$ cat config.mk
export PLATFORM = sky130hd
export DESIGN_NAME = lvds_video_source_flat
export DESIGN_NICKNAME = d
export VERILOG_FILES = /design/src/rtl/lvds_video_pkg.sv /design/src/rtl/lvds_video_source_if.sv /design/src/rtl/lvds_video_timing.sv /design/src/rtl/lvds_video_source.sv /design/src/flat_wrapper.sv
export SDC_FILE = /design/constraint.sdc
export NUM_CORES = 1
export LEC_CHECK = 0
export ABC_AREA = 1
export BUFFER_PORTS_ARGS = -buffer_cell sky130_fd_sc_hd__buf_4
export CORE_MARGIN = 3
export CORE_UTILIZATION = 48
export DETAILED_ROUTE_END_ITERATION = 12
export PLACE_DENSITY_LB_ADDON = 0.3
export SYNTH_ARGS = -nofsm -noshare
export SYNTH_HDL_FRONTEND = slang
export SYNTH_SLANG_ARGS = --single-unit
$ cat constraint.sdc
create_clock -name pclk -period 3 [get_ports pclk]
set_input_delay 0.15 -clock pclk [delete_from_list [all_inputs] [get_ports pclk]]
set_output_delay 0.15 -clock pclk [all_outputs]
set_load 0.02 [all_outputs]
$ cat src/rtl/lvds_video_pkg.sv
// Shared constants and helpers for the LVDS video source.
// Pattern generation is built only when LVDS_PATTERN_EN is defined.
package lvds_video_pkg;

    localparam int LANES  = 6;
    localparam int SLOTS  = 7;
    localparam int WORD_W = LANES * SLOTS;
    localparam int CNT_W  = 12;

    localparam logic [1:0] PAT_EXT   = 2'd0;
    localparam logic [1:0] PAT_BARS  = 2'd1;
    localparam logic [1:0] PAT_GRAD  = 2'd2;
    localparam logic [1:0] PAT_SOLID = 2'd3;

    // bit s is slot s; slot 0 leaves the serializer first
    localparam logic [SLOTS-1:0] CLK_PAT = 7'b1100011;

    localparam logic [23:0] RGB_WHITE   = 24'hFFFFFF;
    localparam logic [23:0] RGB_YELLOW  = 24'hFFFF00;
    localparam logic [23:0] RGB_CYAN    = 24'h00FFFF;
    localparam logic [23:0] RGB_GREEN   = 24'h00FF00;
    localparam logic [23:0] RGB_MAGENTA = 24'hFF00FF;
    localparam logic [23:0] RGB_RED     = 24'hFF0000;
    localparam logic [23:0] RGB_BLUE    = 24'h0000FF;
    localparam logic [23:0] RGB_BLACK   = 24'h000000;

    function automatic logic [23:0] bar_rgb(input logic [2:0] idx);
        logic [23:0] c;
        unique case (idx)
            3'd0: c = RGB_WHITE;
            3'd1: c = RGB_YELLOW;
            3'd2: c = RGB_CYAN;
            3'd3: c = RGB_GREEN;
            3'd4: c = RGB_MAGENTA;
            3'd5: c = RGB_RED;
            3'd6: c = RGB_BLUE;
            3'd7: c = RGB_BLACK;
        endcase
        return c;
    endfunction

    // VESA 4-data-lane layout plus clock lane; word bit = LANES*slot+lane
    function automatic logic [WORD_W-1:0] pack_word(
        input logic [23:0] rgb,
        input logic        hs,
        input logic        vs,
        input logic        de
    );
        logic [LANES-1:0][SLOTS-1:0] ln;
        logic [WORD_W-1:0]           w;
        ln[0] = {rgb[8], rgb[21:16]};
        ln[1] = {rgb[1:0], rgb[13:9]};
        ln[2] = {de, vs, hs, rgb[5:2]};
        ln[3] = {1'b0, rgb[7:6], rgb[15:14], rgb[23:22]};
        ln[4] = CLK_PAT;
        ln[5] = '0;
        w = '0;
        for (int s = 0; s < SLOTS; s++) begin
            for (int l = 0; l < LANES; l++) begin
                w[LANES*s+l] = ln[l][s];
            end
        end
        return w;
    endfunction

endpackage

$ cat src/rtl/lvds_video_source_if.sv
// Pixel-side bundle of the LVDS video source.
// master = the source block, slave = whoever drives/consumes it.
interface lvds_video_source_if;
    import lvds_video_pkg::*;

    logic              enable;
    logic [1:0]        pattern_sel;
    logic [23:0]       ext_rgb;
    logic              pix_req;
    logic              frame_start;
    logic [WORD_W-1:0] lvds_word;

    modport master (
        input  enable, pattern_sel, ext_rgb,
        output pix_req, frame_start, lvds_word
    );

    modport slave (
        output enable, pattern_sel, ext_rgb,
        input  pix_req, frame_start, lvds_word
    );

endinterface

$ cat src/rtl/lvds_video_timing.sv
// Raster counters and stage-0 DE/HS/VS/frame_start decode.
// frame_cnt and pattern taps exist only with LVDS_PATTERN_EN.
module lvds_video_timing
    import lvds_video_pkg::*;
#(
    parameter int H_ACTIVE = 1024,
    parameter int H_FP     = 24,
    parameter int H_SYNC   = 136,
    parameter int H_BP     = 160,
    parameter int V_ACTIVE = 768,
    parameter int V_FP     = 3,
    parameter int V_SYNC   = 6,
    parameter int V_BP     = 29,
    parameter bit HS_POL   = 1'b0,
    parameter bit VS_POL   = 1'b0
) (
    input  logic       pclk,
    input  logic       reset,
    input  logic       en_i,
`ifdef LVDS_PATTERN_EN
    output logic [7:0] h_lo_o,
    output logic [7:0] v_lo_o,
    output logic [7:0] frame_cnt_o,
    output logic       h_last_o,
`endif
    output logic       active_o,
    output logic       hs_o,
    output logic       vs_o,
    output logic       frame_start_o
);

    localparam int H_TOTAL = H_ACTIVE + H_FP + H_SYNC + H_BP;
    localparam int V_TOTAL = V_ACTIVE + V_FP + V_SYNC + V_BP;

    localparam logic [CNT_W-1:0] H_ACT = CNT_W'(H_ACTIVE);
    localparam logic [CNT_W-1:0] H_SS  = CNT_W'(H_ACTIVE + H_FP);
    localparam logic [CNT_W-1:0] H_SE  = CNT_W'(H_ACTIVE + H_FP + H_SYNC);
    localparam logic [CNT_W-1:0] H_END = CNT_W'(H_TOTAL - 1);
    localparam logic [CNT_W-1:0] V_ACT = CNT_W'(V_ACTIVE);
    localparam logic [CNT_W-1:0] V_SS  = CNT_W'(V_ACTIVE + V_FP);
    localparam logic [CNT_W-1:0] V_SE  = CNT_W'(V_ACTIVE + V_FP + V_SYNC);
    localparam logic [CNT_W-1:0] V_END = CNT_W'(V_TOTAL - 1);

    logic [CNT_W-1:0] h_q, h_d, v_q, v_d;
    logic             h_last, v_last;
`ifdef LVDS_PATTERN_EN
    logic [7:0]       frame_q, frame_d;
`endif

    assign h_last = (h_q == H_END);
    assign v_last = (v_q == V_END);

    // next raster position; everything holds while disabled
    always_comb begin
        h_d = h_q;
        v_d = v_q;
`ifdef LVDS_PATTERN_EN
        frame_d = frame_q;
`endif
        if (en_i) begin
            if (h_last) begin
                h_d = '0;
                if (v_last) begin
                    v_d = '0;
`ifdef LVDS_PATTERN_EN
                    frame_d = frame_q + 8'd1;
`endif
                end else begin
                    v_d = v_q + CNT_W'(1);
                end
            end else begin
                h_d = h_q + CNT_W'(1);
            end
        end
    end

    // raster position registers
    always_ff @(posedge pclk or posedge reset) begin
        if (reset) begin
            h_q <= '0;
            v_q <= '0;
`ifdef LVDS_PATTERN_EN
            frame_q <= '0;
`endif
        end else begin
            h_q <= h_d;
            v_q <= v_d;
`ifdef LVDS_PATTERN_EN
            frame_q <= frame_d;
`endif
        end
    end

    assign active_o = (h_q < H_ACT) && (v_q < V_ACT);
    assign hs_o = (h_q >= H_SS && h_q < H_SE) ? HS_POL : !HS_POL;
    assign vs_o = (v_q >= V_SS && v_q < V_SE) ? VS_POL : !VS_POL;
    assign frame_start_o = en_i && (h_q == '0) && (v_q == '0);

`ifdef LVDS_PATTERN_EN
    assign h_lo_o      = h_q[7:0];
    assign v_lo_o      = v_q[7:0];
    assign frame_cnt_o = frame_q;
    assign h_last_o    = h_last;
`endif

endmodule

$ cat src/rtl/lvds_video_source.sv
// Raster timing, pixel source select and 42-bit LVDS word packing.
// Define LVDS_PATTERN_EN to build the test-pattern generators.
module lvds_video_source
    import lvds_video_pkg::*;
#(
    parameter int H_ACTIVE = 1024,
    parameter int H_FP     = 24,
    parameter int H_SYNC   = 136,
    parameter int H_BP     = 160,
    parameter int V_ACTIVE = 768,
    parameter int V_FP     = 3,
    parameter int V_SYNC   = 6,
    parameter int V_BP     = 29,
    parameter bit HS_POL   = 1'b0,
    parameter bit VS_POL   = 1'b0
) (
    input  logic                pclk,
    input  logic                reset,
    lvds_video_source_if.master vif
);

    localparam logic [WORD_W-1:0] BLANK_WORD =
        pack_word(24'h0, !HS_POL, !VS_POL, 1'b0);

    logic run;
    logic active, hs, vs, fs;
    logic src_ext;

    // reset also silences the combinational request outputs
    assign run = vif.enable && !reset;

`ifdef LVDS_PATTERN_EN
    localparam logic [CNT_W-1:0] BAR_LAST = CNT_W'(H_ACTIVE / 8 - 1);

    logic [7:0]       h_lo, v_lo, frame_cnt;
    logic             h_last;
    logic [1:0]       sel_q, sel_d, sel_cur;
    logic [CNT_W-1:0] bar_px_q, bar_px_d;
    logic [2:0]       bar_idx_q, bar_idx_d;
    logic [23:0]      pat_rgb;
`else
    logic [1:0]       unused_sel;
    assign unused_sel = vif.pattern_sel;
`endif

    lvds_video_timing #(
        .H_ACTIVE(H_ACTIVE), .H_FP(H_FP), .H_SYNC(H_SYNC), .H_BP(H_BP),
        .V_ACTIVE(V_ACTIVE), .V_FP(V_FP), .V_SYNC(V_SYNC), .V_BP(V_BP),
        .HS_POL(HS_POL), .VS_POL(VS_POL)
    ) u_timing (
        .pclk          (pclk),
        .reset         (reset),
        .en_i          (run),
`ifdef LVDS_PATTERN_EN
        .h_lo_o        (h_lo),
        .v_lo_o        (v_lo),
        .frame_cnt_o   (frame_cnt),
        .h_last_o      (h_last),
`endif
        .active_o      (active),
        .hs_o          (hs),
        .vs_o          (vs),
        .frame_start_o (fs)
    );

`ifdef LVDS_PATTERN_EN
    // the new selection applies from the frame_start cycle itself
    always_comb begin
        sel_cur = fs ? vif.pattern_sel : sel_q;
        sel_d   = sel_cur;
    end

    // bar position tracks h_cnt without a divider
    always_comb begin
        bar_px_d  = bar_px_q;
        bar_idx_d = bar_idx_q;
        if (run) begin
            if (h_last) begin
                bar_px_d  = '0;
                bar_idx_d = '0;
            end else if (bar_px_q == BAR_LAST) begin
                bar_px_d  = '0;
                bar_idx_d = bar_idx_q + 3'd1;
            end else begin
                bar_px_d  = bar_px_q + CNT_W'(1);
            end
        end
    end

    // selection latch and bar counters
    always_ff @(posedge pclk or posedge reset) begin
        if (reset) begin
            sel_q     <= PAT_EXT;
            bar_px_q  <= '0;
            bar_idx_q <= '0;
        end else begin
            sel_q     <= sel_d;
            bar_px_q  <= bar_px_d;
            bar_idx_q <= bar_idx_d;
        end
    end

    // stage-0 pattern colour for the current position
    always_comb begin
        pat_rgb = '0;
        unique case (sel_cur)
            PAT_EXT:   pat_rgb = '0;
            PAT_BARS:  pat_rgb = bar_rgb(bar_idx_q);
            PAT_GRAD:  pat_rgb = {h_lo, v_lo, frame_cnt};
            PAT_SOLID: pat_rgb = RGB_WHITE;
        endcase
    end

    assign src_ext = (sel_cur == PAT_EXT);
`else
    assign src_ext = 1'b1;
`endif

    logic        de_q, de_d, hs_q, hs_d, vs_q, vs_d;
`ifdef LVDS_PATTERN_EN
    logic        ext_q, ext_d;
    logic [23:0] pat_q, pat_d;
`endif
    logic [23:0]       rgb_s1;
    logic [WORD_W-1:0] word_q, word_d;

    // stage-1 inputs; disabled cycles load blanking
    always_comb begin
        de_d = active && run;
        hs_d = run ? hs : !HS_POL;
        vs_d = run ? vs : !VS_POL;
`ifdef LVDS_PATTERN_EN
        ext_d = src_ext;
        pat_d = pat_rgb;
`endif
    end

    // stage-1 registers
    always_ff @(posedge pclk or posedge reset) begin
        if (reset) begin
            de_q <= 1'b0;
            hs_q <= !HS_POL;
            vs_q <= !VS_POL;
`ifdef LVDS_PATTERN_EN
            ext_q <= 1'b0;
            pat_q <= '0;
`endif
        end else begin
            de_q <= de_d;
            hs_q <= hs_d;
            vs_q <= vs_d;
`ifdef LVDS_PATTERN_EN
            ext_q <= ext_d;
            pat_q <= pat_d;
`endif
        end
    end

    // stage-1 pixel: ext_rgb arrives this cycle, blanked outside DE
    always_comb begin
        rgb_s1 = '0;
        if (de_q) begin
`ifdef LVDS_PATTERN_EN
            rgb_s1 = ext_q ? vif.ext_rgb : pat_q;
`else
            rgb_s1 = vif.ext_rgb;
`endif
        end
        word_d = pack_word(rgb_s1, hs_q, vs_q, de_q);
    end

    // stage-2 serializer word
    always_ff @(posedge pclk or posedge reset) begin
        if (reset) begin
            word_q <= BLANK_WORD;
        end else begin
            word_q <= word_d;
        end
    end

    assign vif.lvds_word   = word_q;
    assign vif.pix_req     = active && run && src_ext;
    assign vif.frame_start = fs;

endmodule

$ cat src/flat_wrapper.sv
// flat-port wrapper written by rule: the top's interface ports become plain ports
module lvds_video_source_flat import lvds_video_pkg::*;
#(
    parameter int H_ACTIVE = 1024,
    parameter int H_FP     = 24,
    parameter int H_SYNC   = 136,
    parameter int H_BP     = 160,
    parameter int V_ACTIVE = 768,
    parameter int V_FP     = 3,
    parameter int V_SYNC   = 6,
    parameter int V_BP     = 29,
    parameter bit HS_POL   = 1'b0,
    parameter bit VS_POL   = 1'b0
)
  (pclk, reset, vif_enable, vif_pattern_sel, vif_ext_rgb, vif_pix_req, vif_frame_start, vif_lvds_word);
  lvds_video_source_if vif_i ();
  input  logic pclk;
  input  logic reset;
  input wire logic [$bits(vif_i.enable)-1:0] vif_enable;
  input wire logic [$bits(vif_i.pattern_sel)-1:0] vif_pattern_sel;
  input wire logic [$bits(vif_i.ext_rgb)-1:0] vif_ext_rgb;
  output wire logic [$bits(vif_i.pix_req)-1:0] vif_pix_req;
  output wire logic [$bits(vif_i.frame_start)-1:0] vif_frame_start;
  output wire logic [$bits(vif_i.lvds_word)-1:0] vif_lvds_word;
  assign vif_i.enable = vif_enable;
  assign vif_i.pattern_sel = vif_pattern_sel;
  assign vif_i.ext_rgb = vif_ext_rgb;
  assign vif_pix_req = vif_i.pix_req;
  assign vif_frame_start = vif_i.frame_start;
  assign vif_lvds_word = vif_i.lvds_word;
  lvds_video_source #(.H_ACTIVE(H_ACTIVE), .H_FP(H_FP), .H_SYNC(H_SYNC), .H_BP(H_BP), .V_ACTIVE(V_ACTIVE), .V_FP(V_FP), .V_SYNC(V_SYNC), .V_BP(V_BP), .HS_POL(HS_POL), .VS_POL(VS_POL)) u_core (.pclk(pclk), .reset(reset), .vif(vif_i));
endmodule
==> reports/metrics.sh, run 1 <==
COUNT_OF_H_TREE_LEVELS_BUILT_DURING_CTS=2
RUN_STATUS='complete, no violations'
TIMING.SETUP.TNS_NS=0
ROW_COUNT=27
GRT.TOTAL_USAGE=0.169
FINAL_LAYOUT_SIZE_SUFFIX_GT1_FRAC=0.236
CTS_HOLD_BUF=0
DIE_HEIGHT_UM=83.3
SYNTH_ASYNC_SR_FLOP_SHARE=1.00
PLACE.GP.CONGESTION=0.835
POST_SYNTH_INST_COUNT=360
CRITICAL_PATH_CAPTURE_POINT_TYPE='primary output'
POWER.DENSITY_CELL_AREA_nW_PER_UM2=509
NUMBER_OF_ENABLE_FLIP_FLOP_CELLS_AFTER_SYNTHESIS=0
CTS_NUM_SINKS=54
TIMING.CRITICAL_PATH.FANOUT_MAX=4
OVERFLOW=0
FINALCOREUTILIZATION=0.600
TIMING.CRITICAL_PATH.FROM_TYPE='flop'
CRITPATHARRIVALTIME_NS=1.59
TOTALWIRELENGTH_MM=5.56
AREA.GROWTH.SYNTH_TO_FINAL_PCT=18.2
GRT_PASS1_VIAS=2170
HOLD_PATH_END='u_core.vif.lvds_word[15]$_DFF_PP0_'
QUANTITY_OF_I_O_BUFFERS_INSERTED_ON_PORTS=55
YOSYS-TOP-CELLS-AREA='dfrtp_1 44%, nand2_1 16%, inv_1 6.7%'
FIRST_PASS_GRT_WIRE_LENGTH_MM=9.77
FINAL_PERIOD_MINUS_WORST_SETUP_SLACK_NS=1.74
INITIAL_UTILIZATION=0.508
CTS_BUFFERS=5
DRT-VIAS-PER-INSTANCE=4.68
SYNTHESIS.YOSYS.WARNINGS=0
R2R_SETUP_SLACK_NS=1.59
DESIGN.FINAL.NETS=450
SYNTH.TOP_CELLS.BY_COUNT='119 x nand2_1, 51 x inv_1, 50 x dfrtp_1'
DP_SLACK_NS=1.60
TIMING.CRITICAL_PATH.REQUIRED_NS=2.85
POWER.IR.VDD_WORST_mV=0.240
FILLCELLCOUNT=504
SLEW_HEADROOM=0.523
ANTENNA_LEFT=0
LARGEST_AREA_CONTRIBUTOR_IN_THE_NETLIST='dfrtp_1'
BOUNDARYPINS=73
SYNTH-MAIN-FF-CELL='dfrtp_1'
CTS.REPAIR_TIMING.SETUP_BUFFER_COUNT=0
WORST_R2R_STARTPOINT='u_core.u_timing.v_q[0]$_DFFE_PP0P_'
SYNTH_AREA_UM2=2870
SYNTH_TOP_AREA_FRAC=0.437
STATIC-LEAKAGE-POWER_nW=1.96
POSTSYNTHAREAPERCELL_UM2=7.96
RR_ENDPOINT='u_core.u_timing.v_q[8]$_DFFE_PP0P_'
SETUP_REPAIR_AFTER_GLOBAL_ROUTING_MISSED_ITS_MARGIN='no'
FIN_CELLS=488
FINAL-HOLD-VIOLATION-COUNT=0
REPORT.FINAL.SLEW_VIOL_COUNT=0
DRT-INITIAL-DRC-COUNT=119
CTS_TREE='done'
PIN_COUNT_OF_THE_BIGGEST_NET_ENTERING_GLOBAL_ROUTING=55
FLOORPLAN.CORE_AREA_UM2=5640
ANTENNA_CELLS_INSERTED=0
FLOORPLAN_DIE_AREA_UM2=6930
DETAIL_ROUTE.DRC_VIOLATIONS=0
WORST_R2R_PATH_DEPTH=8
NUMBER_OF_ANTENNA_VIOLATIONS_AT_THE_FIRST_CHECK_IN_GLOBAL_ROUTING=0
MOST_COMMON_CELL_IN_THE_NETLIST='nand2_1'
FINAL_CRITICAL_PATH_SETUP_SLACK_NS=1.26
CAP_VIOLATIONS=0
WORSTHOLDPATHTYPE='in -> reg'
HPWLAFTERDP_MM=4.27
CTS_RESIZED=0
WL_PER_CELL_UM=11.4
WORST_SLEW_PIN_SLEW_NS=0.715
SYNTH_CELL_TYPE_COUNT=33
FINAL_WORST_PATH_CYCLE_SHARE=0.580
STARTPOINT='u_core.u_timing.v_q[10]$_DFFE_PP0P_'
SETUP_VIOLATIONS=0
POST-PLACE-CELLS=480
CLKTRANSATPATHREGS_NS=0.10
WORST_SKEW_PAIR.LATE_LATENCY_NS=0.31
HOLD_PATH_DEPTH=3
FINALCLOCKSKEW_NS=0.00735
YOSYSSEQAREASHARE=0.473
HOLD_START='vif_ext_rgb[14]'
NUM_VIAS=2282
DRT_PRE_ANTENNA_ITERS=4
SYNTH-SEQ-CELLS=54
FMAX_MHz=574
WS_PATH_TYPE='reg -> out'
CLOCKROOTBUFFER='clkbuf_8'
CTS.PATH.MAX_BUFFERS=2
DIE_W_UM=83.3
-- layer usage --
metal	global-route usage	routed length [um]	up-vias
met5	0	0	-
li1	-	-	1165
met1	0.222	2550	1034
met2	0.276	2560	77
met3	0.0387	379	6
met4	0.0594	76	0
-- state kept, by name, indices dropped and copies added (netlist names) --
register and cells:
u_core.de_q 1, u_core.hs_q 1, u_core.u_timing.h_q 12, u_core.u_timing.v_q 12
u_core.vif.lvds_word 27, u_core.vs_q 1
-- final cells by class --
type,count,area (um2),area share
timing repair buffer,56,420,0.124
inverter,59,221,0.0654
sequential,54,1360,0.401
clock buffer,5,68.8,0.0203
clock inverter,3,47.5,0.0140
tap,72,90.1,0.0266
multi-input combinational,239,1180,0.349
-- through the flow --
step,cell area [um2],power [mW],hold slack (ns)
2_1_floorplan,2910,1.16,0.237
3_3_place_gp,3270,1.23,0.339
3_5_place_dp,3270,1.24,0.343
4_1_cts,3390,1.75,0.00957
5_1_grt,3390,1.83,0.0251
6_report,3390,1.72,0.0203
-- critical path, cell delays in order, from the launching register on --
cell	delay (ns)
dfrtp_1	0.42
inv_1	0.08
nand2_1	0.12
nor4_1	0.43
buf_4	0.22
-- placed cells by master, fill, tap and decap left out, types with 2 or more instances in the layout --
cell / n
o21ai_0: 5
o21ai_1: 4
conb_1: 15
clkbuf_8: 5
inv_2: 7
nand2_4: 2
nand2_2: 4
nor2_2: 7
nor2_4: 4
nor2_8: 2
buf_4: 56
nand3_1: 21
nor2_1: 26
inv_1: 51
xor2_1: 5
nor3_1: 4
nand2_1: 119
nor3_2: 2
ha_1: 6
dfrtp_1: 50
nand4_1: 5
dfstp_2: 4
-- how the worst max path moves through the flow --
stage,to,slack (ns),cells after the start
floorplan,u_core.de_q$_DFF_PP0_,0.89,4
global placement,vif_pix_req,1.60,4
detailed placement,vif_pix_req,1.60,4
CTS,vif_pix_req,1.23,4
global route,vif_pix_req,1.11,4
finish,vif_pix_req,1.26,4
-- power breakdown --
part           leakage [nW]  total (mW)  internal [mW]  switching [mW]
Combinational          1.20       0.367          0.120           0.247
Sequential            0.703       0.862          0.788          0.0749
Clock                0.0587       0.495          0.253           0.242
Total                  1.96        1.72           1.16           0.564
-- cells by family after synthesis --
logic type | synth area share
other | 0.00262
flip-flops | 0.473
AND/OR/NAND/NOR | 0.328
XOR/XNOR | 0.0153
buffers and inverters | 0.131
adder cells (fa/ha/maj) | 0.0262
AO/OA/AOI/OAI | 0.0227
(Power assumes the default switching activity.)
==> run 2: changes to the inputs <==
--- a/config.mk
+++ b/config.mk
@@ -5,7 +5,7 @@
 export SDC_FILE = /design/constraint.sdc
 export NUM_CORES = 1
 export LEC_CHECK = 0
-export ABC_AREA = 1
+export ABC_AREA = 0
 export BUFFER_PORTS_ARGS = -buffer_cell sky130_fd_sc_hd__buf_4
 export CORE_MARGIN = 3
 export CORE_UTILIZATION = 48
==> constraint.sdc (replaced) <==
create_clock -name pclk -period 1.67 [get_ports pclk]
set_input_delay 0.0835 -clock pclk [delete_from_list [all_inputs] [get_ports pclk]]
set_output_delay 0.0835 -clock pclk [all_outputs]
set_load 0.02 [all_outputs]
==> reports/metrics.sh, run 2 <==
ANTENNA_CELLS_INSERTED=0
BOUNDARYPINS=73
SYNTHESIS.YOSYS.WARNINGS=0
DIE_W_UM=77.6
REPORT.FINAL.SLEW_VIOL_COUNT=0
SYNTH_TOP_AREA_FRAC=0.509
TOTALWIRELENGTH_MM=6.26
SYNTH_TOP_FAMILY_BY_AREA='simple AND/OR/NAND/NOR gates'
SYNTH.TOP_CELLS.BY_COUNT='50 x dfrtp_1, 25 x and2_1, 15 x buf_4'
FMAX_MHz=494
CTS_NUM_SINKS=54
SETUP_VIOLATIONS=13
POST_SYNTH_AND_OR_NAND_NOR_AREA_FRACTION=0.237
SYNTH-ADDER-AREA-SHARE=0.0305
FINAL_LAYOUT_SIZE_SUFFIX_GT1_FRAC=0.413
SETUP_REPAIR_AFTER_GLOBAL_ROUTING_MISSED_ITS_MARGIN='yes'
FINAL_PERIOD_MINUS_WORST_SETUP_SLACK_NS=2.02
FINAL_CELL_MIX='91 x buf_4, 50 x dfrtp_1, 25 x and2_1'
WORSTPATHCELLLIST='or4_4 -> or2_4 -> nor4_4 -> buf_4'
SEQUENTIALPOWERSHARE=0.527
NUMBER_OF_ANTENNA_VIOLATIONS_AT_THE_FIRST_CHECK_IN_GLOBAL_ROUTING=0
DIE_HEIGHT_UM=77.6
POWER.DENSITY_CELL_AREA_nW_PER_UM2=728
SYNTH_CELL_TYPE_COUNT=40
YOSYS-TOP-CELLS-AREA='dfrtp_1 51%, and2_1 6.4%, buf_4 4.6%'
LAYOUT_COMMONEST_CELL='buf_4'
SYNTH-MAIN-FF-CELL='dfrtp_1'
INTERNAL_POWER_mW=1.93
DRT-INITIAL-DRC-COUNT=77
DESIGN.FINAL.NETS=383
WORST_SLEW_PIN_SLEW_NS=0.664
AREA.GROWTH.SYNTH_TO_FINAL_PCT=51.0
CTS_BUFFERS=5
FINAL_CRITICAL_PATH_SETUP_SLACK_NS=-0.355
NUMBER_OF_ENABLE_FLIP_FLOP_CELLS_AFTER_SYNTHESIS=0
WS_PATH_TYPE='reg -> out'
LARGEST_AREA_CONTRIBUTOR_IN_THE_NETLIST='dfrtp_1'
PIN_COUNT_OF_THE_BIGGEST_NET_ENTERING_GLOBAL_ROUTING=55
FIRST_PASS_GRT_WIRE_LENGTH_MM=10.2
TIMING.CRITICAL_PATH.REQUIRED_NS=1.59
DRT-VIAS-PER-INSTANCE=5.03
WL_PER_CELL_UM=15.1
CRITICAL_PATH_CAPTURE_POINT_TYPE='primary output'
FINAL-HOLD-VIOLATION-COUNT=2
LARGEST_REGISTER_FFS=27
PLACE.GP.CONGESTION=0.823
ANTENNA_LEFT=0
QUANTITY_OF_I_O_BUFFERS_INSERTED_ON_PORTS=55
CTS.PATH.MAX_BUFFERS=2
TIMING.CRITICAL_PATH.FROM_TYPE='flop'
WHS_NS=-0.00422
MAX_STAGE_DELAY_ON_CRIT_PATH_NS=0.53
CTS_TREE='done'
FINAL_CELL_AREA_UM2=3710
DRT_PRE_ANTENNA_ITERS=4
WORST_R2R_PATH_DEPTH=5
RUN_STATUS='finished with violations'
DETAIL_ROUTE.DRC_VIOLATIONS=0
GRT_PASS1_VIAS=2143
POSTSYNTHAREAPERCELL_UM2=10.8
GRT.TOTAL_USAGE=0.215
P_SW_mW=0.775
SYNTH-COMPOUND-AREA-SHARE=0.0621
OVERFLOW=0
MUX_SHARE_OF_POST_SYNTHESIS_CELL_AREA=0.00407
NUM_VIAS=2091
SWITCHING_SHARE=0.286
TIMING.CRITICAL_PATH.FANOUT_MAX=2
YOSYSSEQAREASHARE=0.551
FLOORPLAN_DIE_AREA_UM2=6020
VIOLATED_CHECKS='hold timing, setup timing'
DPL_CELL_AREA_UM2=3170
COUNT_OF_H_TREE_LEVELS_BUILT_DURING_CTS=2
SYNTH_ASYNC_SR_FLOP_SHARE=1.00
STATIC-LEAKAGE-POWER_nW=1.82
SLEW_HEADROOM=0.557
SYNTH_AREA_UM2=2460
ROW_COUNT=25
COMBINATIONALPOWERSHARE=0.182
P_TOTAL_mW=2.71
MOST_COMMON_CELL_IN_THE_NETLIST='dfrtp_1'
CAP_VIOLATIONS=0
POWER.IR.VDD_WORST_mV=0.622
CRIT_PATH_TOP_DELAY_CELL='or4_4'
FINALCLOCKSKEW_NS=0.00731
FLOORPLAN.CORE_AREA_UM2=4850
WORST_SKEW_PAIR.LATE_LATENCY_NS=0.32
FILLCELLCOUNT=300
POWER_FRAC_CLOCK=0.290
SYNTH_XOR_AREA_FRAC=0.0392
INITIAL_UTILIZATION=0.507
FINAL_WORST_PATH_CYCLE_SHARE=1.21
HPWLAFTERDP_MM=3.90
POST_SYNTH_INST_COUNT=228
CLOCKROOTBUFFER='clkbuf_8'
SYNTH-SEQ-CELLS=54
CRITPATHARRIVALTIME_NS=1.94
CLKTRANSATPATHREGS_NS=0.10
WORSTHOLDPATHTYPE='in -> async'
[run 2: layout make-up]
| type | instances | area, um2 | share of cell area |
|---|---|---|---|
| Multi-Input combinational cell | 155 | 1140 | 0.307 |
| Sequential cell | 54 | 1360 | 0.365 |
| Timing Repair Buffer | 121 | 991 | 0.267 |
| Tap cell | 67 | 83.8 | 0.0226 |
| Clock buffer | 5 | 68.8 | 0.0185 |
| Clock inverter | 3 | 28.8 | 0.00775 |
| Inverter | 11 | 47.5 | 0.0128 |
[run 2: what timing repair did]
| action | 4_1_cts | 5_1_grt |
|---|---|---|
| buffers inserted | 7 | 2 |
| hold buffers | 24 | 0 |
| resized for setup | 18 | 18 |
| endpoints found under the hold margin | 24 | 0 |
| endpoints found under the setup margin | 13 | 17 |
| pin swaps | 8 | 12 |
[run 2: worst max-delay path, delay by kind of cell, from the launching register on]
| family | cells | cell delay [ns] |
|---|---|---|
| flip-flops | 1 | 0.39 |
| AND/OR/NAND/NOR | 3 | 1.05 |
| buffers and inverters | 1 | 0.19 |
[run 2: metrics by stage]
stage	hold slack, ns	utilization	worst slack (ns)	TNS [ns]	std cells
2_1_floorplan	0.166	-	-0.0767	-0.285	241
3_3_place_gp	0.298	0.653	-0.102	-0.512	375
3_5_place_dp	0.298	0.653	-0.114	-0.868	375
4_1_cts	0.0416	0.749	-0.245	-2.04	414
5_1_grt	0.0829	0.766	-0.392	-2.76	416
6_report	-0.00422	0.766	-0.355	-1.97	416
[run 2: cells by family (layout without fill, tap and decap cells)]
| kind of cell | after synthesis | in the layout |
|---|---|---|
| and+or+nand+nor | 98 | 98 |
| DFF | 54 | 54 |
| buffers and inverters | 32 | 140 |
| AOI/OAI and AO/OA | 24 | 24 |
| xor gates and xnor gates | 11 | 11 |
| adders and majority gates | 6 | 6 |
| other | 2 | 15 |
| muxes | 1 | 1 |
[run 2: routing by layer]
metal | vias to the layer above | global-route usage | part of all wire
met1 | 1015 | 0.274 | 0.42
met5 | - | 0 | 0
met4 | 0 | 0.0641 | 0.013
li1 | 993 | - | -
met3 | 9 | 0.0464 | 0.063
met2 | 74 | 0.366 | 0.50
[run 2: final timing paths]
| path | from | end | slack (ns) |
|---|---|---|---|
| worst max-delay path | u_core.u_timing.v_q[10]$_DFFE_PP0P_ | vif_frame_start | -0.35 |
| worst min-delay path | reset | u_core.u_timing.h_q[0]$_DFFE_PP0P_ | -0.004 |
| worst max register to register | u_core.u_timing.v_q[10]$_DFFE_PP0P_ | u_core.u_timing.v_q[5]$_DFFE_PP0P_ | -0.22 |
| worst min register to register | u_core.hs_q$_DFF_PP1_ | u_core.vif.lvds_word[26]$_DFF_PP1_ | 0.36 |
| max in group asynchronous | reset | u_core.u_timing.v_q[2]$_DFFE_PP0P_ | 1.21 |
| min in group pclk | vif_enable | u_core.de_q$_DFF_PP0_ | 0.08 |
[run 2: power groups by stage]
stage | logic [mW] | registers, mW | clock network [mW]
final | 0.494 | 1.43 | 0.785
after global routing | 0.544 | 1.44 | 0.843
after CTS | 0.487 | 1.43 | 0.779
after detailed placement | 0.386 | 1.45 | 0
after global placement | 0.367 | 1.45 | 0
after floorplan | 0.211 | 1.47 | 0
